**src/rtl/spi_nor_pkg.sv**
```systemverilog
// spi_nor_pkg: opcodes and FSM state encoding shared by the SPI NOR responder and its controller
package spi_nor_pkg;
  localparam logic [7:0] CMD_READ = 8'h03;
  localparam logic [7:0] CMD_PP   = 8'h02;
  localparam logic [7:0] CMD_RDSR = 8'h05;
  localparam logic [7:0] CMD_WREN = 8'h06;
  localparam logic [7:0] CMD_WRDI = 8'h04;
  localparam logic [7:0] CMD_RDID = 8'h9F;
  typedef enum logic [2:0] {
    ST_IDLE,
    ST_CMD,
    ST_ADDR,
    ST_READ,
    ST_PROG,
    ST_STAT,
    ST_ID,
    ST_IGNORE
  } spiState_t;
endpackage

```
**src/rtl/spi_pin_sync.sv**
```systemverilog
// spi_pin_sync: 2-FF synchronizers for the SPI pins plus SCK rise/fall and CS rise strobes
module spi_pin_sync (
  input  logic crystalClk,
  input  logic rstN,
  input  logic fMclk,
  input  logic fChipSel,
  input  logic fMosi,
  output logic sckRise,
  output logic sckFall,
  output logic csHigh,
  output logic csRise,
  output logic mosi
);
  logic [1:0] mclkS, csS, mosiS;
  logic mclkD, csD;
  always_ff @(posedge crystalClk or negedge rstN) begin
    if (!rstN) begin
      mclkS   <= '0;
      csS     <= '0;
      mosiS   <= '0;
      mclkD   <= 1'b0;
      csD     <= 1'b0;
      sckRise <= 1'b0;
      sckFall <= 1'b0;
      mosi    <= 1'b0;
    end else begin
      mclkS   <= {mclkS[0], fMclk};
      csS     <= {csS[0], fChipSel};
      mosiS   <= {mosiS[0], fMosi};
      mclkD   <= mclkS[1];
      csD     <= csS[1];
      sckRise <= mclkS[1] & ~mclkD;
      sckFall <= ~mclkS[1] & mclkD;
      mosi    <= mosiS[1];
    end
  end
  assign csHigh = csS[1];
  assign csRise = csS[1] & ~csD;
endmodule

```
**src/rtl/spi_nor_responder.sv**
```systemverilog
// spi_nor_responder: SPI NOR flash slave model with a flop memory, oversampled in the crystalClk domain
module spi_nor_responder
  import spi_nor_pkg::*;
#(
  parameter int          MEM_AW           = 6,
  parameter logic [23:0] JEDEC_ID         = 24'hEF4016,
  parameter int          PROG_BUSY_CYCLES = 64
) (
  input  logic       crystalClk,
  input  logic       rstN,
  input  logic       fMclk,
  input  logic       fChipSel,
  input  logic       fMosi,
  output logic       fMiso,
  output logic       fMisoOe,
  output logic       wip,
  output logic       wel,
  output logic [7:0] lastCmd
);
  localparam int BW = $clog2(PROG_BUSY_CYCLES + 1);
  logic sckRise, sckFall, csHigh, csRise, mosi;
  spiState_t state;
  logic armed, cmdDone, progWrote, isRead;
  logic [6:0] shiftIn;
  logic [7:0] shiftOut, rxByte, statByte, idByte, nextTx;
  logic [4:0] bitCnt;
  logic [2:0] txCnt;
  logic [1:0] idIdx;
  logic [MEM_AW-1:0] addr, addrNext, addrInc;
  logic [BW-1:0] busyCnt;
  logic [7:0] mem [2**MEM_AW];
  spi_pin_sync u_sync (
    .crystalClk(crystalClk),
    .rstN(rstN),
    .fMclk(fMclk),
    .fChipSel(fChipSel),
    .fMosi(fMosi),
    .sckRise(sckRise),
    .sckFall(sckFall),
    .csHigh(csHigh),
    .csRise(csRise),
    .mosi(mosi)
  );
  assign rxByte   = {shiftIn, mosi};
  assign addrNext = {addr[MEM_AW-2:0], mosi};
  assign addrInc  = addr + 1'b1;
  assign statByte = {6'b0, wel, wip};
  assign idByte   = idIdx == 2'd1 ? JEDEC_ID[15:8] : idIdx == 2'd2 ? JEDEC_ID[7:0] : 8'hFF;
  assign nextTx   = state == ST_READ ? mem[addrInc] : state == ST_STAT ? statByte : idByte;
  always_ff @(posedge crystalClk or negedge rstN) begin
    if (!rstN) begin
      state     <= ST_IDLE;
      armed     <= 1'b0;
      cmdDone   <= 1'b0;
      progWrote <= 1'b0;
      isRead    <= 1'b0;
      shiftIn   <= '0;
      shiftOut  <= '0;
      bitCnt    <= '0;
      txCnt     <= '0;
      idIdx     <= '0;
      addr      <= '0;
      busyCnt   <= '0;
      fMiso     <= 1'b0;
      fMisoOe   <= 1'b0;
      wip       <= 1'b0;
      wel       <= 1'b0;
      lastCmd   <= '0;
      for (int i = 0; i < 2**MEM_AW; i++) mem[i] <= 8'hFF;
    end else begin
      if (wip) begin
        busyCnt <= busyCnt - 1'b1;
        if (busyCnt == BW'(1)) wip <= 1'b0;
      end
      // end-of-transfer side effects use the state the transfer finished in
      if (csRise && cmdDone && lastCmd == CMD_WREN && !wip) wel <= 1'b1;
      if (csRise && cmdDone && lastCmd == CMD_WRDI) wel <= 1'b0;
      if (csRise && state == ST_PROG && progWrote) begin
        wip     <= 1'b1;
        wel     <= 1'b0;
        busyCnt <= BW'(PROG_BUSY_CYCLES);
      end
      if (csHigh) begin
        state   <= ST_IDLE;
        fMiso   <= 1'b0;
        fMisoOe <= 1'b0;
        armed   <= 1'b1;
      end else begin
        case (state)
          ST_IDLE: if (armed) begin
            state     <= ST_CMD;
            bitCnt    <= '0;
            cmdDone   <= 1'b0;
            progWrote <= 1'b0;
          end
          ST_CMD: if (sckRise) begin
            shiftIn <= rxByte[6:0];
            bitCnt  <= bitCnt + 1'b1;
            if (bitCnt[2:0] == 3'd7) begin
              lastCmd  <= rxByte;
              cmdDone  <= 1'b1;
              bitCnt   <= '0;
              txCnt    <= '0;
              idIdx    <= 2'd1;
              isRead   <= rxByte == CMD_READ;
              shiftOut <= rxByte == CMD_RDSR ? statByte : JEDEC_ID[23:16];
              state    <= (rxByte == CMD_READ || rxByte == CMD_PP) ? ST_ADDR :
                          rxByte == CMD_RDSR ? ST_STAT :
                          rxByte == CMD_RDID ? ST_ID : ST_IGNORE;
            end
          end
          ST_ADDR: if (sckRise) begin
            addr   <= addrNext;
            bitCnt <= bitCnt + 1'b1;
            if (bitCnt == 5'd23) begin
              bitCnt   <= '0;
              shiftOut <= mem[addrNext];
              state    <= isRead ? ST_READ : (wel && !wip) ? ST_PROG : ST_IGNORE;
            end
          end
          ST_PROG: if (sckRise) begin
            shiftIn <= rxByte[6:0];
            bitCnt  <= bitCnt + 1'b1;
            if (bitCnt[2:0] == 3'd7) begin
              mem[addr] <= mem[addr] & rxByte;
              addr      <= addrInc;
              progWrote <= 1'b1;
            end
          end
          ST_READ, ST_STAT, ST_ID: if (sckFall) begin
            fMiso    <= shiftOut[7];
            fMisoOe  <= 1'b1;
            txCnt    <= txCnt + 1'b1;
            shiftOut <= txCnt == 3'd7 ? nextTx : {shiftOut[6:0], 1'b0};
            if (txCnt == 3'd7) begin
              addr  <= state == ST_READ ? addrInc : addr;
              idIdx <= idIdx == 2'd3 ? idIdx : idIdx + 1'b1;
            end
          end
          default: ;
        endcase
      end
    end
  end
endmodule

```
**config.mk**
```make
export PLATFORM = sky130hd
export DESIGN_NAME = spi_nor_responder
export DESIGN_NICKNAME = d
export VERILOG_FILES = /design/src/rtl/spi_nor_pkg.sv /design/src/rtl/spi_pin_sync.sv /design/src/rtl/spi_nor_responder.sv
export SDC_FILE = /design/constraint.sdc
export NUM_CORES = 2
export LEC_CHECK = 0
export CAP_MARGIN = 20
export CORE_MARGIN = 1
export CORE_UTILIZATION = 58
export DETAILED_ROUTE_END_ITERATION = 12
export MAX_ROUTING_LAYER = met4
export PLACE_DENSITY_LB_ADDON = 0.2
export SETUP_SLACK_MARGIN = 0.15
export SLEW_MARGIN = 20
export SYNTH_ARGS = -nofsm -noshare
export SYNTH_HDL_FRONTEND = slang
export SYNTH_SLANG_ARGS = --single-unit
```
**constraint.sdc**
```tcl
create_clock -name crystalClk -period 3 [get_ports crystalClk]
set_input_delay 0.3 -clock crystalClk [delete_from_list [all_inputs] [get_ports crystalClk]]
set_output_delay 0.3 -clock crystalClk [all_outputs]
set_load 0.01 [all_outputs]
```
==> flow_summary.html <==
<table>
<tr><th>Metric</th><th>Value</th></tr>
<tr><th colspan="2">Run status</th></tr>
<tr><td>Status</td><td>complete, but fails checks</td></tr>
<tr><td>Violations in the final reports</td><td>negative setup slack</td></tr>
<tr><th colspan="2">Final layout</th></tr>
<tr><td>Final-stage net count</td><td>3499</td></tr>
<tr><td>Utilization after layout</td><td>0.724</td></tr>
<tr><td>Final std cells w/o fill</td><td>roughly 4300</td></tr>
<tr><td>Fraction of layout instances using a drive strength above 1</td><td>0.448</td></tr>
<tr><td>Area added between synthesis and finish</td><td>22.3%</td></tr>
<tr><td>Fillcell total</td><td>4085</td></tr>
<tr><td>Sequential cell area</td><td>15200 um^2</td></tr>
<tr><td>Area of the multi-input gates</td><td>19200 um^2</td></tr>
<tr><th colspan="2">Yosys</th></tr>
<tr><td>Register bit count reported by yosys</td><td>580</td></tr>
<tr><td>Average instance area after synthesis</td><td>approximately 11 um^2</td></tr>
<tr><td>Number of flops mapped to enable cells by yosys</td><td>0</td></tr>
<tr><td>Number of instances in the synthesized netlist</td><td>roughly 3300</td></tr>
<tr><td>Synthesis Warnings</td><td>0</td></tr>
<tr><td>Syn_nets</td><td>roughly 3300</td></tr>
<tr><td>Distinct cells, synth</td><td>85</td></tr>
<tr><td>Cell area after synthesis</td><td>35200 um^2</td></tr>
<tr><td>Proportion of synthesized flip-flops having asynchronous set or reset</td><td>1.00</td></tr>
<tr><td>Part of the Yosys area used for sequential elements</td><td>0.430</td></tr>
<tr><td>Prevailing post-synth register cell</td><td>dfstp_2</td></tr>
<tr><th colspan="2">Pwr</th></tr>
<tr><td>Share of power burned in the clock network</td><td>0.275</td></tr>
<tr><td>Cell leakage power</td><td>between 15 and 20 nW</td></tr>
<tr><td>Cell internal power dissipation</td><td>19.7 mW</td></tr>
<tr><td>Switching share of power</td><td>0.393</td></tr>
<tr><td>Sw Pwr</td><td>12.7 mW</td></tr>
<tr><td>Combinational share of power</td><td>0.469</td></tr>
<tr><td>Total power divided by cell area</td><td>753 nW/um^2</td></tr>
<tr><td>Peak supply drop</td><td>0.517 mV</td></tr>
<tr><td>Share of total power in sequential cells</td><td>0.256</td></tr>
<tr><th colspan="2">Global route</th></tr>
<tr><td>Total Routing Usage GR</td><td>0.459</td></tr>
<tr><td>Maximum number of pins on one net before global-route repair</td><td>88</td></tr>
<tr><td>Overall overflow remaining after global route</td><td>0</td></tr>
<tr><td>Wire length of the first global-routing pass</td><td>202000 um</td></tr>
<tr><td>Via count of the first global-routing pass</td><td>29618</td></tr>
<tr><td>Number of antenna violations at the first check in global routing</td><td>13</td></tr>
<tr><th colspan="2">Timing</th></tr>
<tr><td>Final number of hold-violating endpoints</td><td>0</td></tr>
<tr><td>Maximum clock frequency</td><td>approximately 310 MHz</td></tr>
<tr><td>Share of the cycle needed by the critical path after routing</td><td>1.09</td></tr>
<tr><td>Clk_skew</td><td>0.0273 ns</td></tr>
<tr><td>Smallest setup slack after layout</td><td>-0.270 ns</td></tr>
<tr><td>Number of max-slew violations in the final report</td><td>0</td></tr>
<tr><td>Worst slew slack as a fraction of its limit</td><td>0.410</td></tr>
<tr><td>Slew at the pin closest to its max-slew limit</td><td>0.884 ns</td></tr>
<tr><td>Final period demand of the worst path</td><td>3.27 ns</td></tr>
<tr><td>Number of setup violations in the final report</td><td>494</td></tr>
<tr><td>Worst-case hold slack</td><td>0.134 ns</td></tr>
<tr><td>RSZ-0062 raised after global routing</td><td>yes</td></tr>
<tr><th colspan="2">Detailed routing</th></tr>
<tr><td>Final ANT Viol Nets</td><td>0</td></tr>
<tr><td>Vias per Instance</td><td>7.45</td></tr>
<tr><td>Detailed Route Iter0 Violations</td><td>between 4000 and 5000</td></tr>
<tr><td>Number of vias in the routed layout</td><td>32177</td></tr>
<tr><td>First-pass detailed-route iteration total</td><td>8</td></tr>
<tr><td>Total DRC errors in the routed layout</td><td>0</td></tr>
<tr><td>Routed wire length per instance</td><td>34.6 um</td></tr>
<tr><td>Total wirelength of the detailed-routed design</td><td>150000 um</td></tr>
<tr><th colspan="2">Critical path</th></tr>
<tr><td>Count of buffering cells on the critical path with inverters included</td><td>6</td></tr>
<tr><td>Setup crit start kind</td><td>flip-flop</td></tr>
<tr><td>Cell count of the worst reg-to-reg path</td><td>12</td></tr>
<tr><td>Cell count along the critical path</td><td>12</td></tr>
<tr><td>Critical-path cell with the highest stage delay</td><td>a222oi_1</td></tr>
<tr><td>Endpoint kind of the worst setup timing path</td><td>flip-flop</td></tr>
<tr><td>Worst EP arrival</td><td>3.81 ns</td></tr>
<tr><td>Ordered cell list for the critical path</td><td>buf_4, nor2b_1, buf_6, a221o_1, a222oi_1, o22ai_1, buf_4, o41ai_4, buf_6, buf_12, clkbuf_16, o21ai_1</td></tr>
<tr><td>Largest driver fanout on the critical path</td><td>9</td></tr>
<tr><td>Type of the worst setup path</td><td>flip-flop to flip-flop</td></tr>
<tr><td>Critical path's largest stage delay</td><td>0.54 ns</td></tr>
<tr><td>Dominant delay contributor by cell family on the critical path</td><td>compound AO/OA/AOI/OAI gates</td></tr>
<tr><td>Required time of the critical path</td><td>3.54 ns</td></tr>
<tr><th colspan="2">Clocking</th></tr>
<tr><td>Clk_lat worst skew</td><td>0.63 ns</td></tr>
<tr><td>H-tree depth reported by CTS</td><td>3</td></tr>
<tr><td>Clock Path Buffers</td><td>3</td></tr>
<tr><td>TritonCTS buffer count</td><td>67</td></tr>
<tr><td>Number of sinks on the clock net</td><td>580</td></tr>
<tr><td>Root buffer cell</td><td>clkbuf_16</td></tr>
<tr><td>Clock-pin slew reported for the worst setup and hold paths after clock tree synthesis</td><td>around 0.06 ns</td></tr>
<tr><td>CTS tree</td><td>yes</td></tr>
<tr><th colspan="2">Placement</th></tr>
<tr><td>Count of port buffers added during placement</td><td>16</td></tr>
<tr><td>Half-perimeter wire length of the detailed placement result</td><td>96800 um</td></tr>
<tr><td>Placer congestion estimate</td><td>1.10</td></tr>
<tr><td>Place WS</td><td>-0.357 ns</td></tr>
<tr><td>Total placed cells including tap cells</td><td>4089</td></tr>
<tr><th colspan="2">Floorplanning</th></tr>
<tr><td>Area of the die</td><td>61700 um^2</td></tr>
<tr><td>Core footprint</td><td>59500 um^2</td></tr>
<tr><td>Die H</td><td>248 um</td></tr>
<tr><td>Boundary pin count</td><td>17</td></tr>
<tr><td>Initial core utilization</td><td>0.592</td></tr>
<tr><td>Die Wd</td><td>248 um</td></tr>
<tr><td>Placement row count</td><td>89</td></tr>
<tr><th colspan="2">Job</th></tr>
<tr><td>Max-cap check violation count</td><td>0</td></tr>
<tr><th colspan="2">Hold path</th></tr>
<tr><td>Number of cells on the worst hold path</td><td>1</td></tr>
<tr><td>Class of the worst hold path</td><td>primary input to flip-flop</td></tr>
</table>
-- cells by family after synthesis --
| family | share of synthesized area |
|---|---|
| buf+inv | 0.0460 |
| simple gates | 0.115 |
| flops | 0.430 |
| xor+xnor | 0.00547 |
| mux | 0.241 |
| compound gates | 0.158 |
| fa+ha+maj | 0.00355 |
-- cell usage in the layout, fill, tap and decap left out, types with 10 or more instances in the layout --
master           instances
a211oi_1                14
a21oi_1                 40
a221o_1                 11
a221oi_1                53
a221oi_2                22
a22o_1                  10
a22oi_1                 56
buf_12                  84
buf_4                  280
buf_6                   30
bufinv_16               10
clkbuf_1                10
clkbuf_16               97
clkbuf_8                12
clkdlybuf4s50_1         15
dfrtp_1                 64
dfstp_2                512
diode_2                 14
inv_1                   11
mux2_2                  89
mux2i_1                 69
mux4_1                  24
mux4_2                 272
nand2_1                674
nand2_2                 23
nand3_1                 37
nand4_1                 23
nor2_1                 101
nor2b_1                 14
nor3_1                  14
o211ai_1                17
o21ai_0                437
o21ai_1                 88
o21ai_2                 33
o22ai_1                 29
-- layer usage --
layer,GRT usage,share of wire,vias to the layer above
met5,-,0,-
met4,0.221,0.078,0
met3,0.135,0.16,741
met2,0.653,0.42,2752
met1,0.605,0.35,15944
li1,-,-,12740
-- Yosys cell counts, drive strengths merged, types with 7 or more instances --
| library cell | n | area, um^2 |
|---|---|---|
| a211oi | 14 | 105 |
| a21oi | 40 | 200 |
| a221o | 11 | 110 |
| a221oi | 77 | 687 |
| a22o | 10 | 87.6 |
| a22oi | 60 | 450 |
| a2bb2oi | 8 | 70.1 |
| a31oi | 12 | 75.1 |
| a32oi | 7 | 61.3 |
| and2 | 9 | 56.3 |
| buf | 122 | 897 |
| clkbuf | 171 | 673 |
| dfrtp | 68 | 1700 |
| dfstp | 512 | 13500 |
| ha | 10 | 125 |
| inv | 12 | 45.0 |
| mux2 | 91 | 1020 |
| mux2i | 71 | 711 |
| mux4 | 296 | 6760 |
| nand2 | 703 | 2640 |
| nand2b | 8 | 50.1 |
| nand3 | 38 | 190 |
| nand3b | 7 | 52.6 |
| nand4 | 23 | 144 |
| nor2 | 110 | 413 |
| nor2b | 17 | 106 |
| nor3 | 20 | 110 |
| o211ai | 17 | 128 |
| o21ai | 561 | 2820 |
| o221ai | 7 | 61.3 |
| o22ai | 33 | 206 |
| xnor2 | 9 | 113 |
| xor2 | 7 | 80.1 |
-- state kept, by name, indices dropped and copies added, names as in the netlist, 2 cells and up --
register and count:
shiftOut 8, addr 6, u_sync.mclkS 2, bitCnt 5
mem 512, busyCnt 7, u_sync.csS 2, idIdx 2
lastCmd 8, shiftIn 7, txCnt 3, state 3
u_sync.mosiS 2
-- worst reg2reg max path: stages (launching register included) --
cell and delay, ns:
dfrtp_4 0.49, buf_4 0.25, nor2b_1 0.10, buf_6 0.16, a221o_1 0.30, a222oi_1 0.54
o22ai_1 0.20, buf_4 0.19, o41ai_4 0.35, buf_6 0.20, buf_12 0.15, clkbuf_16 0.17
o21ai_1 0.08
-- timing repair --
item,4_1_cts,5_1_grt
gates cloned,2,38
hold buffers,1,0
pin swaps,9,62
setup buffers,15,43
hold endpoints to repair,6,0
resized for setup,52,276
setup endpoints to repair,520,520
-- area by class of cell --
class | instances | share of cell area
Timing Repair Buffer | 453 | 0.123
Inverter | 13 | 0.00122
Sequential cell | 580 | 0.352
Tap cell | 773 | 0.0225
Clock inverter | 26 | 0.00938
Antenna cell | 14 | 0.000813
Multi-Input combinational cell | 2369 | 0.446
Clock buffer | 92 | 0.0454
-- power by group through the flow --
stage | logic [mW] | registers [mW] | clock network (mW)
6_report | 15.2 | 8.30 | 8.91
5_1_grt | 15.2 | 8.32 | 9.19
4_1_cts | 13.0 | 8.27 | 8.91
3_5_place_dp | 12.6 | 8.41 | 0
3_3_place_gp | 12.5 | 8.40 | 0
2_1_floorplan | 6.91 | 8.25 | 0
-- per-stage QoR --
stage	TNS, ns	power [mW]	instance area, um^2
after floorplan	0	15.2	35200
after global placement	-33.93	20.9	38200
after detailed placement	-41.01	21.0	38200
after CTS	-15.16	30.2	41000
after global routing	-77.68	32.7	43100
final	-62.55	32.4	43100
-- final timing paths --
path,slack (ns),to,startpoint
worst max-delay path,-0.27,mem[506],addr[2]
worst min-delay path,0.13,u_sync.csS[0],fChipSel
worst max register to register,-0.27,mem[506],addr[2]
worst min register to register,0.35,u_sync.csS[1],u_sync.csS[0]
max in group asynchronous,1.63,addr[0],rstN
min in group asynchronous,0.29,u_sync.csS[1],rstN
Note: power is estimated with default switching activity, not from simulation.
